==> config.mk <==
export PLATFORM = sky130hd
export DESIGN_NAME = cache_port_arbiter
export DESIGN_NICKNAME = d
export VERILOG_FILES = /design/src/rtl/cache_port_arbiter.sv
export SDC_FILE = /design/constraint.sdc
export NUM_CORES = 1
export LEC_CHECK = 0
export ABC_AREA = 1
export BUFFER_PORTS_ARGS = -buffer_cell sky130_fd_sc_hd__buf_2
export CAP_MARGIN = 40
export CELL_PAD_IN_SITES_DETAIL_PLACEMENT = 0
export CELL_PAD_IN_SITES_GLOBAL_PLACEMENT = 1
export CORE_AREA = 2 2 204 206
export CTS_CLUSTER_DIAMETER = 150
export DETAILED_ROUTE_END_ITERATION = 16
export DIE_AREA = 0 0 206 208
export PLACE_DENSITY = 0.76
export SLEW_MARGIN = 20
export SYNTH_ARGS = -nofsm -noshare
export SYNTH_HDL_FRONTEND = slang
export SYNTH_SLANG_ARGS = --single-unit
==> constraint.sdc <==
create_clock -name clk -period 3.75 [get_ports clk]
set_input_delay 0.75 -clock clk [delete_from_list [all_inputs] [get_ports clk]]
set_output_delay 0.75 -clock clk [all_outputs]
set_load 0.1 [all_outputs]
==> src/rtl/cache_port_arbiter.sv <==
// Shares one cache port between instruction fetch (I) and the memory stage (D).
// D has priority, bounded by a contended-grant streak limit; flush cancels fetches.
module cache_port_arbiter #(
  parameter int unsigned ADDR_W       = 64,
  parameter int unsigned DATA_W       = 64,
  parameter int unsigned MAX_D_STREAK = 4
) (
  input  logic              clk,
  input  logic              rst,
  input  logic              if_req,
  input  logic [ADDR_W-1:0] if_addr,
  output logic              if_done,
  output logic [DATA_W-1:0] if_data,
  input  logic              dm_req,
  input  logic              dm_wr,
  input  logic [ADDR_W-1:0] dm_addr,
  input  logic [DATA_W-1:0] dm_wdata,
  output logic              dm_done,
  output logic [DATA_W-1:0] dm_rdata,
  input  logic              flush,
  output logic              cache_enable,
  output logic              cache_wr_en,
  output logic [ADDR_W-1:0] cache_addr,
  output logic [DATA_W-1:0] cache_wr_value,
  input  logic [DATA_W-1:0] cache_data,
  input  logic              cache_operation_complete,
  output logic              busy
);

  localparam int unsigned STREAK_W = $clog2(MAX_D_STREAK + 1);
  localparam logic [STREAK_W-1:0] STREAK_MAX = STREAK_W'(MAX_D_STREAK);

  typedef enum logic [1:0] {
    IDLE  = 2'd0,
    GNT_I = 2'd1,
    GNT_D = 2'd2
  } state_e;

  state_e              state_q, state_d;
  logic [STREAK_W-1:0] streak_q, streak_d;
  logic                kill_q, kill_d;
  logic                if_done_q, if_done_d;
  logic [DATA_W-1:0]   if_data_q, if_data_d;
  logic                dm_done_q, dm_done_d;
  logic [DATA_W-1:0]   dm_rdata_q, dm_rdata_d;
  logic                en_q, en_d;
  logic                wr_en_q, wr_en_d;
  logic [ADDR_W-1:0]   addr_q, addr_d;
  logic [DATA_W-1:0]   wval_q, wval_d;
  logic                busy_q, busy_d;
  logic                i_live;
  logic                d_win;

  // Next-state, arbitration and output-register updates
  always_comb begin
    state_d    = state_q;
    streak_d   = streak_q;
    kill_d     = kill_q;
    if_done_d  = 1'b0;
    dm_done_d  = 1'b0;
    if_data_d  = if_data_q;
    dm_rdata_d = dm_rdata_q;
    en_d       = en_q;
    wr_en_d    = wr_en_q;
    addr_d     = addr_q;
    wval_d     = wval_q;
    // A fetch only contends when it is not being flushed this cycle
    i_live     = if_req && !flush;
    d_win      = dm_req && !(i_live && (streak_q == STREAK_MAX));

    case (state_q)
      IDLE: begin
        if (d_win) begin
          state_d  = GNT_D;
          en_d     = 1'b1;
          wr_en_d  = dm_wr;
          addr_d   = dm_addr;
          wval_d   = dm_wdata;
          streak_d = i_live ? STREAK_W'(streak_q + 1'b1) : '0;
        end else if (i_live) begin
          state_d  = GNT_I;
          en_d     = 1'b1;
          wr_en_d  = 1'b0;
          addr_d   = if_addr;
          wval_d   = '0;
          streak_d = '0;
          kill_d   = 1'b0;
        end
      end
      GNT_I: begin
        if (flush) begin
          kill_d = 1'b1;
        end
        if (cache_operation_complete) begin
          state_d = IDLE;
          en_d    = 1'b0;
          wr_en_d = 1'b0;
          kill_d  = 1'b0;
          // A fetch flushed at any point of its life returns nothing
          if (!(kill_q || flush)) begin
            if_done_d = 1'b1;
            if_data_d = cache_data;
          end
        end
      end
      GNT_D: begin
        if (cache_operation_complete) begin
          state_d   = IDLE;
          en_d      = 1'b0;
          wr_en_d   = 1'b0;
          dm_done_d = 1'b1;
          if (!wr_en_q) begin
            dm_rdata_d = cache_data;
          end
        end
      end
      default: begin
        state_d = IDLE;
        en_d    = 1'b0;
        wr_en_d = 1'b0;
      end
    endcase

    busy_d = (state_d != IDLE);
  end

  // State and output registers, synchronous active-low reset
  always_ff @(posedge clk) begin
    if (!rst) begin
      state_q    <= IDLE;
      streak_q   <= '0;
      kill_q     <= 1'b0;
      if_done_q  <= 1'b0;
      if_data_q  <= '0;
      dm_done_q  <= 1'b0;
      dm_rdata_q <= '0;
      en_q       <= 1'b0;
      wr_en_q    <= 1'b0;
      addr_q     <= '0;
      wval_q     <= '0;
      busy_q     <= 1'b0;
    end else begin
      state_q    <= state_d;
      streak_q   <= streak_d;
      kill_q     <= kill_d;
      if_done_q  <= if_done_d;
      if_data_q  <= if_data_d;
      dm_done_q  <= dm_done_d;
      dm_rdata_q <= dm_rdata_d;
      en_q       <= en_d;
      wr_en_q    <= wr_en_d;
      addr_q     <= addr_d;
      wval_q     <= wval_d;
      busy_q     <= busy_d;
    end
  end

  assign if_done        = if_done_q;
  assign if_data        = if_data_q;
  assign dm_done        = dm_done_q;
  assign dm_rdata       = dm_rdata_q;
  assign cache_enable   = en_q;
  assign cache_wr_en    = wr_en_q;
  assign cache_addr     = addr_q;
  assign cache_wr_value = wval_q;
  assign busy           = busy_q;

endmodule
==> results_dict.tcl, run 1 <==
set metrics [dict create \
    synth_most_common_cell "nor2_1" \
    crit_path_top_delay_cell "buf_2" \
    worstPathArrival_ns 1.51 \
    setup_tns_ns 0 \
    port_buffers 523 \
    cp_top_family "buffers and inverters" \
    drive_gt1_frac 0.310 \
    gp_congestion 0.829 \
    endpoint_kind "output pin" \
    clock-sinks 267 \
    grt_use_total 0.163 \
    synth_common_cells "nor2_1 (394), nand2_1 (280), dfxtp_1 (267), o21ai_0 (134), nand3_1 (131)" \
    drtPass1Iterations 5 \
    final.setup.worst_slack_ns 1.49 \
    drc 0 \
    post_dp_cell_area_mm2 0.0136 \
    clk_pin_slew_ns 0.06 \
    antenna_found_initial 4 \
    grt_most_used_layer "met2" \
    antenna_left 0 \
    slew_headroom 0.501 \
    multi_input_area_mm2 0.00436 \
    die_h_um 208 \
    ys.warnings.count 0 \
    num_rows 74 \
    clock_latency_ns 0.55 \
    cts-root-buf "clkbuf_16" \
    wl_mm 37.1 \
    syn_area_per_cell_um2 7.10 \
    clock_path_buffers 3 \
    dr.first_iter.drc_count 615 \
    syn_inst 1476 \
    synth_ff_type "dfxtp_1" \
    cts_buffers 30 \
    die_area_mm2 0.0428 \
    ff_latch_area_mm2 0.00535 \
    tritoncts "yes" \
    grt_max_degree 72 \
    floorplan.initialDensity 0.258 \
    cpPeakStageDelay_ns 0.50 \
    syn_to_final_growth_pct 39.6 \
    yosysSeqAreaShare 0.510 \
    fmax_mhz 442 \
    grt_pass1_wl_mm 56.1 \
    io-pin-count 524 \
    wl_per_cell_um 14.8 \
    fin_area_mm2 0.0146 \
    viasPerCell 4.35 \
    dp_cells 2453 \
    synth_edf_count 0 \
    cts_setup_buffers 0 \
    peakVddDrop_mv 0.324 \
    drv_cap 0 \
    grt_use_met1 0.196 \
    syn-num-nets 1745 \
    grt.overflow.total 0 \
    core_area_mm2 0.0406 \
    status "finished, final reports clean" \
    drv_slew 0 \
    cp.required_ns 3.00 \
    post-place-ws_ns 1.36 \
    cts_max_level 1 \
    layoutNonFillerInstCount 2511 \
    setup-violations-final 0 \
    grt_use_met3 0.0461 \
    vias 10900 \
    fin_crit_sh 0.603 \
    die_x_um 206 \
    min_period_ns 2.26 \
    tightest_slew_ns 0.746 \
    synth.distinct_cells 20 \
    ys_ff_latch 267 \
    final_hold_viol_count 0 \
    postCtsHoldBufs 0 \
    syn_area_mm2 0.0105 \
    async_flop_share 0 \
    leakagePower_nw 7.68 \
    path_cells "buf_2" \
    synth_top_area_share 0.510 \
    grt_pass1_vias 10300 \
    hpwl_mm 27.1 \
    n_fill_cell 4403 \
    layout.nets 2222 \
    power_density_mw_per_mm2 577 \
    skew_ns 0.0101 \
    cts_resized 0 \
    holdCritPathClass "input pin to flop" \
    rsz0062_at_grt "no" \
    yosys-top-cells-area "dfxtp_1 (51%), nor2_1 (14%), nand2_1 (10%)" \
    crit_buf_inv 1 \
    crit_type "flop to output pin" \
    yosys.area.top_type "dfxtp_1" \
    critPathMaxFanout 3 \
    gr-usage-met2 0.277 \
    cp-start-kind "flop" \
]
[cell usage in the layout (no fill, tap or decap)]
| cell | instances |
|---|---|
| nand3_1 | 130 |
| buf_12 | 4 |
| buf_2 | 523 |
| clkbuf_8 | 8 |
| inv_2 | 3 |
| diode_2 | 2 |
| nand3_2 | 1 |
| nand2_1 | 278 |
| nor2_4 | 3 |
| clkbuf_16 | 31 |
| nor2_1 | 393 |
| inv_4 | 2 |
| inv_6 | 2 |
| a21oi_1 | 70 |
| o21ai_0 | 134 |
| clkinv_2 | 6 |
| nand2_2 | 2 |
| buf_4 | 21 |
| clkbuf_1 | 5 |
| ha_1 | 6 |
| buf_16 | 1 |
| o21ai_4 | 1 |
| dfxtp_1 | 267 |
| bufinv_16 | 3 |
| or2_2 | 1 |
| inv_1 | 79 |
| clkinv_4 | 1 |
| a21boi_0 | 1 |
| nand4_1 | 1 |
[flip-flops by register name, summed over array words and instances, names as in the netlist]
| register | flops |
|---|---|
| cache_addr | 64 |
| cache_wr_value | 64 |
| dm_rdata | 64 |
| if_data | 64 |
| streak_q | 3 |
| state_q | 2 |
| busy | 1 |
| cache_enable | 1 |
| cache_wr_en | 1 |
| dm_done | 1 |
| if_done | 1 |
| kill_q | 1 |
[power breakdown]
| group | internal [mW] | total [mW] | switching, mW | leakage, nW |
|---|---|---|---|---|
| Clock | 1.88 | 3.06 | 1.19 | 0.524 |
| Sequential | 3.02 | 3.11 | 0.0897 | 2.18 |
| Combinational | 0.427 | 2.27 | 1.84 | 4.97 |
[worst paths after layout]
path | startpoint | endpoint | slack (ns) | cells past startpoint
hold reg to reg | cache_wr_value[50]$_SDFFE_PN0P_ | cache_wr_value[50]$_SDFFE_PN0P_ | 0.46 | 2
hold / removal | cache_data[54] | dm_rdata[54]$_SDFFE_PN0P_ | 0.43 | 3
setup / recovery | cache_wr_en$_SDFFE_PN0P_ | cache_wr_en | 1.49 | 1
setup reg to reg | state_q[0]$_SDFF_PN0_ | cache_wr_value[25]$_SDFFE_PN0P_ | 1.59 | 7
[metrics by stage]
| step | total power [mW] | utilization | hold slack [ns] |
|---|---|---|---|
| after global routing | 8.82 | 0.361 | 0.413 |
| final | 8.44 | 0.361 | 0.434 |
| after CTS | 8.57 | 0.361 | 0.398 |
| after detailed placement | 5.45 | 0.335 | 0.453 |
| after global placement | 5.44 | 0.334 | 0.449 |
| after floorplan | 4.94 | - | 0.452 |
[kinds of logic after synthesis]
group                    synth area share
buffers and inverters              0.0767
adder cells (fa/ha/maj)           0.00717
AO/OA/AOI/OAI                      0.0990
AND/OR/NAND/NOR                     0.307
flip-flops                          0.510
[tightest hold or removal path, stage by stage]
cell and delay, ns:
buf_2 0.09, nor2_1 0.04, nor2_1 0.08
[routing by layer]
layer | share of wire | vias to the layer above
met5 | 0.00065 | -
met4 | 0.029 | 4
met3 | 0.086 | 72
met2 | 0.46 | 394
met1 | 0.42 | 4855
li1 | - | 5595
[cell type report]
| type | instances | share of cell area |
|---|---|---|
| repair buffers | 549 | 0.197 |
| well taps | 532 | 0.0455 |
| flip-flops and latches | 267 | 0.365 |
| multi-input cells | 1021 | 0.298 |
| inverters | 84 | 0.0219 |
| diodes | 2 | 0.000342 |
| clock inverters | 12 | 0.0100 |
| clock buffers | 44 | 0.0618 |
Note: power is estimated with default switching activity, not from simulation.
==> run 2, diff against run 1 <==
--- a/config.mk
+++ b/config.mk
@@ -10,11 +10,11 @@
 export CAP_MARGIN = 40
 export CELL_PAD_IN_SITES_DETAIL_PLACEMENT = 0
 export CELL_PAD_IN_SITES_GLOBAL_PLACEMENT = 1
-export CORE_AREA = 2 2 204 206
+export CORE_AREA = 2 2 203 205
 export CTS_CLUSTER_DIAMETER = 150
 export DETAILED_ROUTE_END_ITERATION = 16
-export DIE_AREA = 0 0 206 208
-export PLACE_DENSITY = 0.76
+export DIE_AREA = 0 0 205 207
+export PLACE_DENSITY = 0.79
 export SLEW_MARGIN = 20
 export SYNTH_ARGS = -nofsm -noshare
 export SYNTH_HDL_FRONTEND = slang
==> constraint.sdc (replaced) <==
create_clock -name clk -period 2 [get_ports clk]
set_input_delay 0.4 -clock clk [delete_from_list [all_inputs] [get_ports clk]]
set_output_delay 0.4 -clock clk [all_outputs]
set_load 0.1 [all_outputs]
==> run 2 against run 1 <==
Global-route usage is 0.28 points lower. Critical path type unchanged. Wire length is 2.2% lower. Worst hold slack worse by 0.36 ns. Non-clock buffer count is 7 higher. Utilization is 0.47 points higher. Highest routed layer unchanged. Die area is 0.96% lower.
==> results_dict.tcl, run 2 (synthesized netlist as in run 1, its figures left out) <==
set metrics [dict create \
    status "finished, final reports clean" \
    postCtsHoldBufs 0 \
    layout_common_cells "buf_2 (522), nor2_1 (393), nand2_1 (278)" \
    power_density_mw_per_mm2 1060 \
    peakVddDrop_mv 0.888 \
    tightest_slew_ns 0.529 \
    post_dp_cell_area_mm2 0.0137 \
    setup-violations-final 0 \
    io-pin-count 524 \
    dr.first_iter.drc_count 710 \
    vias 11000 \
    final.setup.worst_slack_ns 0.119 \
    wl_per_cell_um 14.4 \
    syn_to_final_growth_pct 40.8 \
    antenna_found_initial 2 \
    antenna_left 0 \
    grt.overflow.total 0 \
    die_x_um 205 \
    path_cells "buf_2" \
    rsz0062_at_grt "no" \
    tritoncts "yes" \
    dp_cells 2460 \
    cp-start-kind "flop" \
    min_period_ns 1.88 \
    num_rows 74 \
    drive_gt1_frac 0.312 \
    crit_type "flop to output pin" \
    hpwl_mm 26.2 \
    setup_tns_ns 0 \
    cts_max_level 1 \
    die_area_mm2 0.0424 \
    clock_latency_ns 0.55 \
    gp_congestion 0.839 \
    wl_mm 36.2 \
    leakagePower_nw 7.72 \
    viasPerCell 4.36 \
    cpPeakStageDelay_ns 0.49 \
    port_buffers 523 \
    floorplan.initialDensity 0.260 \
    utilization 0.365 \
    cts_setup_buffers 0 \
    layout.nets 2229 \
    holdCritPathClass "input pin to flop" \
    slew_headroom 0.649 \
    grt_max_degree 72 \
    n_antenna_cell 0 \
    drv_slew 0 \
    cts_buffers 30 \
    cts-root-buf "clkbuf_16" \
    grt_pass1_wl_mm 55.7 \
    grt_pass1_vias 10300 \
    crit_buf_inv 1 \
    final_hold_viol_count 0 \
    cts_resized 0 \
    core_area_mm2 0.0404 \
    final_common_cell "buf_2" \
    skew_ns 0.00767 \
    cp.required_ns 1.60 \
    crit_path_top_delay_cell "buf_2" \
    post-place-ws_ns 0.213 \
    worstHoldPathCells 3 \
    cp_top_family "buffers and inverters" \
    fin_crit_sh 0.940 \
    endpoint_kind "output pin" \
    clk_pin_slew_ns 0.06 \
    die_h_um 207 \
    cp.depth 1 \
    drtPass1Iterations 5 \
    layoutNonFillerInstCount 2515 \
    critPathMaxFanout 3 \
    grt_use_total 0.160 \
    fmax_mhz 532 \
    worstPathArrival_ns 1.48 \
    fin_area_mm2 0.0147 \
    drc 0 \
    clock-sinks 267 \
    rr_worst_depth 10 \
    clock_path_buffers 3 \
    drv_cap 0 \
]
-- run 2: cell count changes in the layout (fill, tap and decap cells not counted), sizes merged --
cell / previous run / this run
clkinvlp: 0 / 2
clkbuf: 44 / 43
diode: 2 / 0
inv: 86 / 85
bufinv: 3 / 2
buf: 549 / 556
-- run 2: area by class of cell --
class / count / area [um2]
Inverter: 84 / 318
Clock inverter: 12 / 138
Tap cell: 532 / 666
Clock buffer: 43 / 870
Timing Repair Buffer: 556 / 3060
Fill cell: 4366 / 25600
Multi-Input combinational cell: 1021 / 4360
Sequential cell: 267 / 5350
-- run 2: final timing paths --
| check | start | end | slack [ns] |
|---|---|---|---|
| worst max-delay path | cache_wr_en$_SDFFE_PN0P_ | cache_wr_en | 0.12 |
| worst min-delay path | cache_data[25] | dm_rdata[25]$_SDFFE_PN0P_ | 0.07 |
| worst max register to register | streak_q[0]$_SDFFE_PN0P_ | cache_wr_value[17]$_SDFFE_PN0P_ | 0.22 |
| worst min register to register | cache_wr_value[41]$_SDFFE_PN0P_ | cache_wr_value[41]$_SDFFE_PN0P_ | 0.46 |
-- run 2: worst register-to-register path, delay by kind of cell, from the launching register on --
family                     cells  cell delay (ns)
buffers and inverters          4             0.52
and+or+nand+nor                4             0.51
DFF                            1             0.35
adders and majority gates      1             0.20
AOI/OAI and AO/OA              1             0.14
-- run 2: through the flow --
| stage | hold slack, ns | power (mW) |
|---|---|---|
| 3_3_place_gp | 0.450 | 10.2 |
| 6_report | 0.0726 | 15.7 |
| 4_1_cts | 0.0345 | 15.9 |
| 3_5_place_dp | 0.452 | 10.2 |
| 5_1_grt | 0.0587 | 16.3 |
| 2_1_floorplan | 0.452 | 9.27 |
-- run 2: per-layer routing --
layer | track usage | vias up | routed length (um) | part of all wire
li1 | - | 5603 | - | -
met1 | 0.200 | 4961 | 15300 | 0.42
met2 | 0.274 | 367 | 17300 | 0.48
met3 | 0.0426 | 41 | 3020 | 0.083
met4 | 0.0382 | 4 | 597 | 0.016
met5 | 0 | - | 26 | 0.00072
-- run 2: report_power, final --
group	internal [mW]	switching, mW
logic	0.835	3.44
clock network	3.29	2.26
registers	5.66	0.171
